File: src/rtl/gcd_pkg.sv
// Shared types and constants for the GCD controller and its datapath bench.
package gcd_pkg;

   localparam int unsigned MAX_ITER_DEF = 255;
   localparam int unsigned ITER_W_DEF   = 8;
   localparam int unsigned STATE_W      = 4;
   localparam int unsigned CMD_W        = 4;

   typedef enum logic [STATE_W-1:0] {
      S_IDLE    = 4'd0,
      S_LOAD    = 4'd1,
      S_SETTLE  = 4'd2,
      S_COMPARE = 4'd3,
      S_SUB_A   = 4'd4,
      S_SUB_B   = 4'd5,
      S_ASSIGN  = 4'd6,
      S_DONE    = 4'd7,
      S_FAULT   = 4'd8
   } state_e;

   // One-hot datapath command word: {AssignRes, BsubA, AsubB, load}
   typedef logic [CMD_W-1:0] cmd_t;

   localparam cmd_t CMD_NONE   = 4'b0000;
   localparam cmd_t CMD_LOAD   = 4'b0001;
   localparam cmd_t CMD_ASUBB  = 4'b0010;
   localparam cmd_t CMD_BSUBA  = 4'b0100;
   localparam cmd_t CMD_ASSIGN = 4'b1000;

   // Datapath command issued while the FSM sits in a given state
   function automatic cmd_t state_cmd(input state_e s);
      cmd_t c;
      c = CMD_NONE;
      case (s)
         S_LOAD:   c = CMD_LOAD;
         S_SUB_A:  c = CMD_ASUBB;
         S_SUB_B:  c = CMD_BSUBA;
         S_ASSIGN: c = CMD_ASSIGN;
         default:  c = CMD_NONE;
      endcase
      return c;
   endfunction

endpackage

File: src/rtl/gcd_ctrl_fsm.sv
// GCD control FSM: sequences load/subtract/assign commands for gcd_datapath from its
// registered comparison flags, pulses done, and latches fault on timeout or bad flags.
// Optional feature: define GCD_ITER_COUNT_EN to expose the subtract count as iter_count.
module gcd_ctrl_fsm
   import gcd_pkg::*;
#(
   parameter int unsigned MAX_ITER = MAX_ITER_DEF,
   parameter int unsigned ITER_W   = ITER_W_DEF
) (
   input  logic              clk,
   input  logic              rst,
   input  logic              start,
   output logic              busy,
   output logic              done,
   output logic              fault,
   output logic              load_dp,
   output logic              AsubB_dp,
   output logic              BsubA_dp,
   output logic              AssignRes_dp,
   input  logic              AgtB_dp,
   input  logic              BgtA_dp,
   input  logic              AeqB_dp
`ifdef GCD_ITER_COUNT_EN
   ,
   output logic [ITER_W-1:0] iter_count
`endif
);

   // Elaboration guard: the iteration limit must be representable in the counter
   if (MAX_ITER >= (64'd1 << ITER_W)) begin : g_bad_iter_w
      $error("gcd_ctrl_fsm: MAX_ITER does not fit in ITER_W bits");
   end

   localparam logic [ITER_W-1:0] ITER_MAX = ITER_W'(MAX_ITER);

   state_e            state_q, state_d;
   logic [ITER_W-1:0] iter_q, iter_d;
   cmd_t              cmd_q, cmd_d;
   logic              busy_q, busy_d;
   logic              done_q, done_d;
   logic              fault_q, fault_d;

   logic [2:0]        flags;
   logic              at_limit;

   assign flags    = {AgtB_dp, BgtA_dp, AeqB_dp};
   assign at_limit = (iter_q == ITER_MAX);

   // Next-state, iteration counter and registered-output decode from the next state
   always_comb begin
      state_d = state_q;
      iter_d  = iter_q;

      case (state_q)
         S_IDLE: begin
            if (start) begin
               state_d = S_LOAD;
               iter_d  = '0;
            end
         end
         S_LOAD:   state_d = S_SETTLE;
         S_SETTLE: state_d = S_COMPARE;
         S_COMPARE: begin
            case (flags)
               3'b001:  state_d = S_ASSIGN;
               3'b100:  state_d = at_limit ? S_FAULT : S_SUB_A;
               3'b010:  state_d = at_limit ? S_FAULT : S_SUB_B;
               default: state_d = S_FAULT;
            endcase
         end
         S_SUB_A, S_SUB_B: begin
            state_d = S_SETTLE;
            // Saturating increment; the limit check in COMPARE keeps it from being reached twice
            iter_d  = at_limit ? iter_q : iter_q + ITER_W'(1);
         end
         S_ASSIGN: state_d = S_DONE;
         S_DONE:   state_d = S_IDLE;
         S_FAULT: begin
            if (start) begin
               state_d = S_LOAD;
               iter_d  = '0;
            end
         end
         default:  state_d = S_IDLE;
      endcase

      cmd_d   = state_cmd(state_d);
      busy_d  = (state_d != S_IDLE);
      done_d  = (state_d == S_DONE);
      fault_d = (state_d == S_FAULT);
   end

   // State, counter and output registers
   always_ff @(posedge clk or posedge rst) begin
      if (rst) begin
         state_q <= S_IDLE;
         iter_q  <= '0;
         cmd_q   <= CMD_NONE;
         busy_q  <= 1'b0;
         done_q  <= 1'b0;
         fault_q <= 1'b0;
      end else begin
         state_q <= state_d;
         iter_q  <= iter_d;
         cmd_q   <= cmd_d;
         busy_q  <= busy_d;
         done_q  <= done_d;
         fault_q <= fault_d;
      end
   end

   assign busy         = busy_q;
   assign done         = done_q;
   assign fault        = fault_q;
   assign load_dp      = cmd_q[0];
   assign AsubB_dp     = cmd_q[1];
   assign BsubA_dp     = cmd_q[2];
   assign AssignRes_dp = cmd_q[3];

`ifdef GCD_ITER_COUNT_EN
   // Counter is only cleared by an accepted start, so it holds the last operation's count
   assign iter_count = iter_q;
`endif

endmodule

File: config.mk
export PLATFORM = sky130hd
export DESIGN_NAME = gcd_ctrl_fsm
export DESIGN_NICKNAME = d
export VERILOG_FILES = /design/src/rtl/gcd_pkg.sv /design/src/rtl/gcd_ctrl_fsm.sv
export SDC_FILE = /design/constraint.sdc
export NUM_CORES = 1
export LEC_CHECK = 0
export ABC_CLOCK_PERIOD_IN_PS = 1900
export CAP_MARGIN = 20
export CORE_ASPECT_RATIO = 0.7
export CORE_MARGIN = 3
export CORE_UTILIZATION = 52
export CTS_CLUSTER_SIZE = 24
export DETAILED_ROUTE_END_ITERATION = 16
export PLACE_DENSITY = 0.83
export SLEW_MARGIN = 10
export SYNTH_ARGS = -nofsm -noshare
export SYNTH_HDL_FRONTEND = slang
export SYNTH_SLANG_ARGS = --single-unit
File: constraint.sdc
create_clock -name clk -period 1.9 [get_ports clk]
set_clock_uncertainty 0.05 [all_clocks]
set_input_delay 0.38 -clock clk [delete_from_list [all_inputs] [get_ports clk]]
set_output_delay 0.38 -clock clk [all_outputs]
set_load 0.01 [all_outputs]
== Yosys cells after proc, flatten, opt, wreduce, memory -nomap -nowiden ==
Cells that the tools add are included.

* Register bits after elaboration: 19
* Bits of input ports: 6
* Logic and storage cells: 42

* Add/sub/neg operators: 1
* Equality and inequality tests: 19
* Multiplexer cells: 9
* Reductions and logical operators: 7

{| class="wikitable"
|+ Operators by type and width
! operator !! count
|-
| equality test 4 x 3 -> 1 bit (second input constant) || 7
|-
| one-hot mux 4 bit (5 select lines) || 1
|-
| two-way mux 8 bit || 2
|-
| one-hot mux 4 bit (4 select lines) || 1
|-
| one-hot mux 8 bit (2 select lines) || 1
|-
| two-way mux 4 bit || 3
|-
| one-hot mux 4 bit (3 select lines) || 1
|-
| adder 8 x 1 -> 8 bit (second input constant) || 1
|-
| equality test 4 x 1 -> 1 bit (second input constant) || 2
|-
| equality test 4 x 2 -> 1 bit (second input constant) || 2
|-
| equality test 4 bit (second input constant) || 2
|-
| equality test 8 bit (second input constant) || 1
|-
| logical NOT 4 bit || 1
|-
| nonzero test 4 bit || 1
|-
| OR reduction 2 bit || 2
|-
| equality test 3 x 1 -> 1 bit (second input constant) || 1
|-
| equality test 3 x 2 -> 1 bit (second input constant) || 1
|-
| equality test 3 bit (second input constant) || 1
|-
| AND reduction 3 bit || 1
|-
| OR reduction 3 bit || 1
|-
| inequality test 2 x 1 -> 1 bit (second input constant) || 1
|-
| inequality test 2 bit (second input constant) || 1
|-
| nonzero test 2 bit || 1
|}

== Logic depth before layout (Yosys ltp) ==
* Depth after elaboration: 6
* Gate-level depth with buffers: 6

== Worst setup path after synthesis ==
OpenSTA, ideal clock, no wires.

* Path type: register to register
* Start: register iter_q[0]
* End: register busy_q (netlist: busy)
* Arrival: 1.465 ns
* Data required time: 1.719 ns
* Path slack: 0.254 ns
* Stages on the path, launching flop included: 7
* Path buffers: 1
* Clock period less this slack: 1.646 ns
* Cell sequence: dfrtp_1 ha_1 and3_1 buf_2 a211oi_1 o21bai_1 or3_1

* Word-level cells in the longest chain between the ends: 5
* Elaborated cells on any way between the ends: 6

{| class="wikitable"
|+ RTL lines
! item !! RTL line !! RTL
|-
| start: declaration || gcd_ctrl_fsm.sv:37 || <nowiki>logic [ITER_W-1:0] iter_q, iter_d;</nowiki>
|-
| start signal: assignment || gcd_ctrl_fsm.sv:104 || <nowiki>iter_q <= iter_d;</nowiki>
|-
| equality test 8 bit || gcd_ctrl_fsm.sv:47 || <nowiki>assign at_limit = (iter_q == ITER_MAX);</nowiki>
|-
| two-way mux 4 bit || gcd_ctrl_fsm.sv:67 || <nowiki>3'b010: state_d = at_limit ? S_FAULT : S_SUB_B;</nowiki>
|-
| one-hot mux 4 bit (3 select lines) || gcd_ctrl_fsm.sv:64 || <nowiki>case (flags)</nowiki>
|-
| one-hot mux 4 bit (5 select lines) || gcd_ctrl_fsm.sv:54 || <nowiki>case (state_q)</nowiki>
|-
| named net state_d[0] || gcd_ctrl_fsm.sv:36 || <nowiki>state_e state_q, state_d;</nowiki>
|-
| nonzero test 4 bit || gcd_ctrl_fsm.sv:88 || <nowiki>busy_d = (state_d != S_IDLE);</nowiki>
|-
| named net busy_d || gcd_ctrl_fsm.sv:39 || <nowiki>logic busy_q, busy_d;</nowiki>
|-
| end signal: assignment || gcd_ctrl_fsm.sv:106 || <nowiki>busy_q <= busy_d;</nowiki>
|-
| end: declaration || gcd_ctrl_fsm.sv:39 ||
|}

The timed path passes the listed nets, and every way through them passes these cells.
A chain may end at the register's enable or synchronous reset.

== Worst setup path after layout ==
* Start: register iter_q[0]
* End: register iter_q[0]

* Word-level cells in the longest chain between the ends: 3
* Elaborated cells on any way between the ends: 6

{| class="wikitable"
|+ RTL lines
! item !! RTL line
|-
| adder 8 x 1 -> 8 bit or equality test 8 bit (tied branches) || gcd_ctrl_fsm.sv:74, gcd_ctrl_fsm.sv:47
|-
| two-way mux 8 bit or inequality test 2 bit (tied branches) || n/a
|-
| one-hot mux 8 bit (2 select lines) or AND reduction 3 bit (tied branches) || n/a
|}

Parallel ways exist; a longest one is shown, timed or not. The select of a mux whose other input is x is not followed.

==> results.tsv <==
stage	metric	value	unit
global_route	grt_first_pass_wirelength	3.34	mm
worst_setup_path	worstPathArrival	1.91	ns
cts	numCtsBuffers	3	
routing	drtPass1Iterations	4	
worst_setup_path	rr_worst_depth	5	
timing	finalHoldViolCount	0	
logic_synthesis	ys_types	35	
timing	layout_min_cycle_time	1.77	ns
placed_design	place_ws	-0.110	ns
logic_synthesis	synthCells	89	
logic_synthesis	dominantRegCellSynth	dfrtp_1	
routing	first_iter_violations	25	
die	die_h	42.0	um
logic_synthesis	async_reset_ff_share	100	%
logic_synthesis	synth_top_area_share	49.3	%
cts	cts-htree-levels	1	
routing	vias_per_cell	5.75	
routing	drc_errors	0	
power_and_ir_drop	pwr-share-clk	16.2	%
timing	finalMaxSlewViolations	0	
power_and_ir_drop	p_int	819	uW
global_route	antenna_found_initial	0	
timing	finalSetupTns	0	ns
routing	routedWlPerCell	14.8	um
placed_design	port_buffers	12	
final_layout	layoutNonFillerInstCount	130	
global_route	overflow	0	
cts	cts_resized	0	
power_and_ir_drop	leakagePower	0.000506	uW
timing	tightest_slew	0.333	ns
final_layout	n_antenna_cell	0	
placed_design	dp.cells	126	
worst_setup_path	cp_slowest_stage_delay	0.41	ns
worst_setup_path	rr_endpoint	iter_q[0]	
timing	maxSlewHeadroom	77.8	%
logic_synthesis	syn-num-nets	96	
cts	clockBufferDepth	2	
worst_setup_path	r2r-start	iter_q[0]	
cts	cts_tree	done	
global_route	grt_max_degree	20	
worst_setup_path	cp.required	2.04	ns
logic_synthesis	synth.most_common_cell	dfrtp_1	
cts	worst_skew_pair.late_latency	0.30	ns
worst_setup_path	cp_cell_sequence	ha_1 > and3_2 > a21oi_1 > nor2_1 > mux2_2	
global_route	grt_pass1_vias	727	
die	die_x	57.5	um
worst_setup_path	crit_family	flip-flops	
logic_synthesis	synth_edf_count	0	
cts	cts.reportedPaths.clkPinSlew	0.10	ns
die	boundaryPins	13	
worst_setup_path	r2r_slack	0.13	ns
final_layout	postLayoutCoreUtil	70.4	%
placed_design	hpwl	1.46	mm
worst_hold_path	min_path_type	in -> async	
cts	cts_hold_buf	0	
timing	rsz0062_at_grt	false	
logic_synthesis	synth_warnings	0	
placed_design	post_dp_cell_area	0.00115	mm2
routing	ant_nets	0	
logic_synthesis	avgSynthCellArea	10.8	um2
run_status	status	finished, final reports clean	
logic_synthesis	netlist_top_cells_area	dfrtp_1 (49%), a2111oi_4 (5.7%), xnor2_1 (4.5%), a211oi_1 (3.1%), nor2_1 (3.1%)	
logic_synthesis	ys_ff_latch	19	
routing	num_vias	748	
power_and_ir_drop	irDropWorstVdd	0.904	mV
power_and_ir_drop	seq_power_share	43.9	%
cts	root_buffer	clkbuf_4	
worst_setup_path	path_class	reg -> reg	
logic_synthesis	synth_top_cells_by_count	dfrtp_1 (19), nor2_1 (8), nand2_1 (5), xnor2_1 (5)	
power_and_ir_drop	powerDensity	1060	mW/mm2
timing	setup_viol_count_final	0	
cts	cts_sinks	19	
final_layout	fin_area	0.00117	mm2
die	coreArea	0.00167	mm2
final_layout	drive_above_1_share	16.5	%
timing	max_freq	0.564	GHz
placed_design	place_congestion	0.823	
timing	setup_slack	0.126	ns
global_route	track_usage	18.3	%
worst_setup_path	start_kind	flop	
logic_synthesis	ys_seq_area_share	49.3	%
die	start_util	57.9	%
power_and_ir_drop	pwr-share-comb	40.0	%
die	rows	12	
flow_run	drv_cap	0	
worst_setup_path	critPathSlowestCell	dfrtp_1	
final_layout	synthToLayoutAreaGrowth	21.7	%
cts	postCtsSetupRepairBufs	0	
routing	routed_wl	1.93	mm
timing	period_share	93.4	%
worst_setup_path	end_kind	flop	
power_and_ir_drop	power.switching	419	uW
die	die_area	0.00242	mm2
worst_setup_path	critPathMaxFanout	6	
logic_synthesis	synth_area_leader_cell	dfrtp_1	
final_layout	fin_nets	117	
power_and_ir_drop	p_sw_share	33.9	%
logic_synthesis	syn_area	965	um2
worst_setup_path	cp.buffers_inverters	0	
==> kinds of logic after synthesis <==
logic type                 Yosys count  synth area share, %
and+or+nand+nor                     35                 20.4
DFF                                 19                 49.3
AOI/OAI and AO/OA                   17                 16.3
buffers and inverters                9                 4.93
xor gates and xnor gates             5                 4.54
muxes                                3                 3.24
adders and majority gates            1                 1.30
==> state kept, by name, indices dropped and copies added (netlist names) <==
| name | cells |
|---|---|
| busy | 1 |
| cmd_q | 4 |
| done | 1 |
| fault | 1 |
| iter_q | 8 |
| state_q | 4 |
==> stage by stage <==
step	hold slack, ns	total power [uW]
after CTS	0.345	1250
after global routing	0.347	1340
after floorplan	0.281	832
after global placement	0.454	1030
final	0.342	1240
after detailed placement	0.477	1040
==> power groups by stage <==
| stage | sequential [uW] | clock (uW) | combinational [uW] |
|---|---|---|---|
| 2_1_floorplan | 573 | 0 | 259 |
| 6_report | 543 | 200 | 495 |
| 4_1_cts | 542 | 210 | 497 |
| 3_5_place_dp | 549 | 0 | 496 |
| 5_1_grt | 555 | 230 | 551 |
| 3_3_place_gp | 546 | 0 | 484 |
==> placed cells by master, fill, tap and decap left out, types with 2 or more instances in the layout <==
| cell | Yosys | routed |
|---|---|---|
| nand2_1 | 5 | 5 |
| nand2b_1 | 2 | 2 |
| mux2i_1 | 2 | 2 |
| nor3_1 | 3 | 3 |
| a211oi_1 | 4 | 4 |
| o21bai_1 | 2 | 2 |
| o21ai_0 | 2 | 2 |
| clkbuf_4 | 0 | 3 |
| clkdlybuf4s50_1 | 0 | 12 |
| dfrtp_1 | 19 | 19 |
| buf_4 | 1 | 9 |
| xnor2_1 | 5 | 5 |
| a21oi_1 | 4 | 4 |
| nor2_1 | 8 | 8 |
| a2111oi_4 | 2 | 2 |
| or3b_1 | 2 | 2 |
| nand3_1 | 3 | 3 |
| nor2_2 | 2 | 2 |
| inv_1 | 4 | 4 |
==> worst max path at each step <==
stage                    from        end  slack, ns  depth (start not counted)
finish              iter_q[0]  iter_q[0]       0.13                          5
global route        iter_q[0]       busy       0.04                          5
CTS                 iter_q[0]       busy       0.05                          5
detailed placement    BgtA_dp       busy      -0.11                          5
global placement      BgtA_dp   cmd_q[1]      -0.07                          5
floorplan           iter_q[0]       busy       0.25                          6
==> final cells by class <==
cell class | instances | area [um2]
Inverter | 4 | 15.0
Clock buffer | 4 | 26.3
Tap cell | 21 | 26.3
Sequential cell | 19 | 475
Multi-Input combinational cell | 61 | 443
Fill cell | 127 | 493
Timing Repair Buffer | 21 | 188
==> worst reg2reg max path, delay by kind of cell (launching register included) <==
family / cells / cell delay, ns
AOI/OAI and AO/OA: 1 / 0.31
and+or+nand+nor: 2 / 0.39
DFF: 1 / 0.41
adders and majority gates: 1 / 0.24
muxes: 1 / 0.27
==> metal layers <==
| metal | global-route usage [%] | routed length, um |
|---|---|---|
| met2 | 26.6 | 842 |
| met5 | 0 | 0 |
| met4 | 6.94 | 42 |
| met3 | 6.77 | 131 |
| met1 | 24.8 | 911 |
No activity file was read; power rests on OpenSTA's default activity.
